`config.mk`:
```
export PLATFORM = sky130hd
export DESIGN_NAME = if_fetch_stage
export DESIGN_NICKNAME = d
export VERILOG_FILES = /design/src/rtl/if_fetch_stage.sv
export SDC_FILE = /design/constraint.sdc
export NUM_CORES = 1
export LEC_CHECK = 0
export ABC_AREA = 1
export BUFFER_PORTS_ARGS = -buffer_cell sky130_fd_sc_hd__buf_2
export CAP_MARGIN = 15
export CORE_ASPECT_RATIO = 0.5
export CORE_MARGIN = 2
export CORE_UTILIZATION = 55
export CTS_BUF_LIST = sky130_fd_sc_hd__clkbuf_8
export DETAILED_ROUTE_END_ITERATION = 8
export PLACE_DENSITY = 0.87
export SLEW_MARGIN = 20
export SYNTH_ARGS = -nofsm -noshare
export SYNTH_HDL_FRONTEND = slang
export SYNTH_SLANG_ARGS = --single-unit
```
`constraint.sdc`:
```
create_clock -name clk -period 2.5 [get_ports clk]
set_clock_uncertainty 0.2 [all_clocks]
set_input_delay 0.125 -clock clk [delete_from_list [all_inputs] [get_ports clk]]
set_output_delay 0.125 -clock clk [all_outputs]
set_load 0.01 [all_outputs]
```
`src/rtl/if_fetch_stage.sv`:
```
// if_fetch_stage: instruction-fetch stage of the pipelined MIPS core.
// Owns the PC, addresses the instruction memory straight from the PC flop, and
// registers the returned word into the IF/ID pipeline register. One action per
// edge, priority: redirect > stall > advance.
//
// Ports:
//   clk, rst_n      clock, asynchronous active-low reset
//   stall           hazard-unit hold of PC and IF/ID
//   branch_taken    redirect request; branch_target is its byte address
//   imem_addr       byte address to instruction memory (registered PC)
//   imem_rdata      instruction word returned combinationally for imem_addr
//   ifid_instr      registered instruction for decode
//   ifid_pc4        registered PC+4 of that instruction
//   ifid_valid      1 = real instruction, 0 = bubble
//   fetch_count     instructions accepted into IF/ID (saturating)
//   stall_count     cycles spent stalled (saturating)
module if_fetch_stage #(
  parameter logic [31:0] RESET_PC = 32'h0000_0000
) (
  input  logic        clk,
  input  logic        rst_n,
  input  logic        stall,
  input  logic        branch_taken,
  input  logic [31:0] branch_target,
  output logic [31:0] imem_addr,
  input  logic [31:0] imem_rdata,
  output logic [31:0] ifid_instr,
  output logic [31:0] ifid_pc4,
  output logic        ifid_valid,
  output logic [31:0] fetch_count,
  output logic [31:0] stall_count
);

  logic [31:0] pc_q, pc_d;
  logic [31:0] instr_q, instr_d;
  logic [31:0] pc4_q, pc4_d;
  logic        valid_q, valid_d;
  logic [31:0] fetch_count_q, fetch_count_d;
  logic [31:0] stall_count_q, stall_count_d;
  logic [31:0] pc_plus4;

  // Modulo-2^32 increment: 32'hFFFF_FFFC wraps to 0 with no flag.
  assign pc_plus4 = pc_q + 32'd4;

  always_comb begin
    pc_d          = pc_q;
    instr_d       = instr_q;
    pc4_d         = pc4_q;
    valid_d       = valid_q;
    fetch_count_d = fetch_count_q;
    stall_count_d = stall_count_q;
    if (branch_taken) begin
      // Flush IF/ID to a nop bubble; stall is ignored and counters are untouched.
      pc_d    = {branch_target[31:2], 2'b00};
      instr_d = 32'h0000_0000;
      pc4_d   = 32'h0000_0000;
      valid_d = 1'b0;
    end else if (stall) begin
      if (stall_count_q != 32'hFFFF_FFFF) begin
        stall_count_d = stall_count_q + 32'd1;
      end
    end else begin
      pc_d    = pc_plus4;
      instr_d = imem_rdata;
      pc4_d   = pc_plus4;
      valid_d = 1'b1;
      if (fetch_count_q != 32'hFFFF_FFFF) begin
        fetch_count_d = fetch_count_q + 32'd1;
      end
    end
  end

  always_ff @(posedge clk or negedge rst_n) begin
    if (!rst_n) begin
      pc_q          <= RESET_PC;
      instr_q       <= 32'h0000_0000;
      pc4_q         <= 32'h0000_0000;
      valid_q       <= 1'b0;
      fetch_count_q <= 32'h0000_0000;
      stall_count_q <= 32'h0000_0000;
    end else begin
      pc_q          <= pc_d;
      instr_q       <= instr_d;
      pc4_q         <= pc4_d;
      valid_q       <= valid_d;
      fetch_count_q <= fetch_count_d;
      stall_count_q <= stall_count_d;
    end
  end

  assign imem_addr   = pc_q;
  assign ifid_instr  = instr_q;
  assign ifid_pc4    = pc4_q;
  assign ifid_valid  = valid_q;
  assign fetch_count = fetch_count_q;
  assign stall_count = stall_count_q;

endmodule

```
==> qor.log <==
qor: flow_run.max-cap-violations 0
qor: grt.globalRoute.totalOverflow 0
qor: floorplanning.initial_utilization 0.5657
qor: sta.fin_crit_sh 0.9298
qor: synthesis.synth_top_cell_area_share 0.4510
qor: synthesis.yosysUniqueCellTypes 32
qor: clocking.cts-htree-levels 4
qor: setup_path.crit_arrival 2.47 ns
qor: floorplanning.design.die.area 17030 um2
qor: placed_design.placement.cell_area 10050 um2
qor: synthesis.synthesis.area 8766 um2
qor: sta.setup_repair_after_global_routing_missed_its_margin false
qor: pwr.post-layout-total-power 0.006284 W
qor: setup_path.worst_setup_path_end_kind flip-flop
qor: sta.tightestPinTransition 0.6598 ns
qor: pwr.internal_power 0.004392 W
qor: pwr.power.clock.fraction 0.370
qor: hold_path.hold_path.startpoint imem_rdata[29]
qor: route.drt-initial-drc-count 774
qor: layout.final_cell_area 11220 um2
qor: setup_path.class_of_the_most_critical_setup_path reg2reg
qor: route.number_of_detailed_routing_iterations_run_before_antenna_repair 8
qor: layout.area.growth.synth_to_final 28.05%
qor: layout.nets_final 1600
qor: synthesis.ys.warnings.count 0
qor: sta.report.final.slew_viol_count 0
qor: route.totalWireLength 26970 um
qor: synthesis.synth_ff_type dfrtp_1
qor: pwr.net_sw_power 0.001892 W
qor: pwr.share_seq_of_total_power 0.469
qor: placed_design.io_buffer_count 224
qor: sta.final-setup-viol-count 0
qor: route.routed_wl_per_cell 15.45 um
qor: floorplanning.core_region_area 15490 um2
qor: grt.global_route.usage.met1 0.4063
qor: grt.grt_busiest_layer met2
qor: setup_path.timing.critical_path.from_type flip-flop
qor: sta.fmaxAchievable 430.2 MHz
qor: grt.global_route_wire_length_before_repair 44000 um
qor: floorplanning.die-height 93.27 um
qor: route.drt_drc_violations_left 0
qor: setup_path.reg2reg_to imem_addr[11]$_DFFE_PN0N_
qor: route.vias_per_cell 5.318
qor: synthesis.part_of_the_yosys_area_used_for_sequential_elements 0.4510
qor: synthesis.average_cell_area_after_synthesis 7.064 um2
qor: grt.pin_count_of_the_biggest_net_entering_global_routing 66
qor: grt.grt_use_met3 0.06308
qor: clocking.cts_tree built
qor: sta.timing.final.crit_period 2.324 ns
qor: setup_path.r2r_slack 0.18 ns
qor: placed_design.final_hpwl_from_detailed_placement 17740 um
qor: synthesis.ys_ff_latch 158
qor: synthesis.synth-async-reset-ratio 1.000
qor: setup_path.r2r-start imem_addr[9]$_DFFE_PN0N_
qor: pwr.power_per_standard_cell_area 559.8 nW/um2
qor: grt.globalRouteTotalUtil 0.3268
qor: clocking.clkSinkCount 158
qor: clocking.clock_tree.buffer_depth 2
qor: pwr.power.leakage 5.977 nW
qor: pwr.sw_ratio 0.3010
qor: hold_path.worst_hold_path_type in2reg
qor: route.antenna_left 0
qor: synthesis.netlist_top_cells_area dfrtp_1, nand2_1, nor2_1, inv_1, nand3_1
qor: synthesis.synth-edff-count 0
qor: synthesis.post-synth-top-count-cell nand2_1
qor: hold_path.worst_hold_path.num_cells 3
qor: floorplanning.floorplan.rows 32
qor: floorplanning.die_w 182.5 um
qor: clocking.ctsRootBufferMaster clkbuf_8
qor: hold_path.timing.hold.worst_endpoint ifid_instr[29]$_DFFE_PN0N_
qor: synthesis.synthesis.instances 1241
qor: clocking.cts_inserted_buffers 17
qor: pwr.power.ir.vdd_worst 0.0003661 V
qor: clocking.worst_skew_pair.late_latency 0.47 ns
qor: sta.sum_neg_setup_slack 0 ns
qor: clocking.clk_pin_slew 0.10 ns
qor: placed_design.gpl.final_weighted_congestion 0.9214
qor: layout.fraction_of_final_layout_cells_with_drive_strength_greater_than_1 0.1933
qor: pwr.share_of_total_power_in_combinational_logic 0.161
qor: grt.globalRouteMet2Util 0.5618
qor: synthesis.synth_top_cell_by_area dfrtp_1
qor: setup_path.crit_fanout 6
qor: status.status finished, final reports clean
qor: floorplanning.pin_count 229
qor: layout.num_antenna_cells 0
qor: sta.slew-limit-headroom 0.5597
qor: route.num_vias 9286
qor: sta.timing_hold_violations_final 0
qor: setup_path.r2r.worst_path.cells 8
qor: grt.initial_antenna_violation_count 0
qor: grt.first_global_vias 9077
qor: synthesis.yosys-top-cells-count nand2_1, dfrtp_1, nor2_1
qor: setup_path.crit_required 2.65 ns
## routing by layer
metal	vias up	routed length, um
li1	4429	-
met1	4326	11130
met2	446	13070
met3	85	1930
met4	0	846
met5	-	0
## per-stage QoR
| stage | hold WS (ns) | setup WS (ns) | utilization | instances |
|---|---|---|---|---|
| after floorplan | -0.3706 | 0.5636 | - | 1242 |
| after global placement | -0.1694 | 0.4381 | 0.6489 | 1646 |
| after detailed placement | -0.1614 | 0.2935 | 0.6489 | 1646 |
| after CTS | 0.1969 | 0.1011 | 0.7241 | 1746 |
| after global routing | 0.2204 | 0.03439 | 0.7244 | 1746 |
| final | 0.2285 | 0.1756 | 0.7244 | 1746 |
## repair_timing
action | CTS | global route
endpoints found under the setup margin | 0 | 1
hold buffers | 68 | 0
endpoints found under the hold margin | 227 | 0
gates resized for setup | 0 | 2
setup buffers | 0 | 0
## sequential cells by signal, indices dropped and copies added (netlist names)
register,count
ifid_valid,1
ifid_instr,32
stall_count,32
ifid_pc4,31
fetch_count,32
imem_addr,30
## logic make-up after synthesis
logic type / Yosys count / share of synthesized area
xor+xnor: 25 / 0.02498
other cells: 1 / 0.0004278
fa+ha+maj: 3 / 0.004283
buf+inv: 139 / 0.07037
simple gates: 842 / 0.3895
compound gates: 73 / 0.05938
flops: 158 / 0.4510
## layout by cell type (no fill, tap or decap), drive strengths merged, types with 4 or more instances in the layout
| master | count |
|---|---|
| xor2 | 12 |
| dfrtp | 158 |
| bufinv | 5 |
| nand4 | 6 |
| inv | 107 |
| dlygate4sd3 | 67 |
| nor2 | 153 |
| clkinv | 4 |
| nand2 | 601 |
| clkbuf | 19 |
| a22o | 34 |
| o211ai | 8 |
| nand3 | 76 |
| o21ai | 25 |
| xnor2 | 13 |
| buf | 235 |
## critical path, stage by stage (launching register included)
cell           delay [ns]
dfrtp_1              0.48
nand2_1              0.13
nor2_2               0.22
inv_1                0.10
nor2_2               0.23
nand2_1              0.08
nand3_1              0.12
nand3_1              0.08
dlygate4sd3_1        0.55
## cell type report
type                       instances  area [um2]
fill                            1220        4270
multi-input combinational        945        4209
sequential                       158        3954
timing repair buffer             302        1931
inverter                         105       401.6
clock buffer                      19       261.5
tap                              204       255.2
clock inverter                    13       212.7
## worst max-delay path by stage
stage,start,to,slack [ns],cells past startpoint
6_report,imem_addr[9]$_DFFE_PN0N_,imem_addr[11]$_DFFE_PN0N_,0.18,8
5_1_grt,imem_addr[9]$_DFFE_PN0N_,imem_addr[11]$_DFFE_PN0N_,0.03,8
4_1_cts,imem_addr[9]$_DFFE_PN0N_,imem_addr[11]$_DFFE_PN0N_,0.10,8
3_5_place_dp,fetch_count[0]$_DFFE_PN0P_,fetch_count[30]$_DFFE_PN0P_,0.29,10
3_3_place_gp,fetch_count[0]$_DFFE_PN0P_,fetch_count[30]$_DFFE_PN0P_,0.44,10
2_1_floorplan,stall_count[0]$_DFFE_PN0P_,stall_count[20]$_DFFE_PN0P_,0.56,11
## power groups by stage
| stage | combinational (W) | sequential (W) | clock (W) |
|---|---|---|---|
| after floorplan | 0.000426 | 0.00302 | 0 |
| after global placement | 0.000868 | 0.00297 | 0 |
| after detailed placement | 0.000896 | 0.00298 | 0 |
| after CTS | 0.000995 | 0.00294 | 0.00231 |
| after global routing | 0.00111 | 0.00297 | 0.00244 |
| final | 0.00101 | 0.00295 | 0.00232 |
Power figures use the tool's default switching activity.
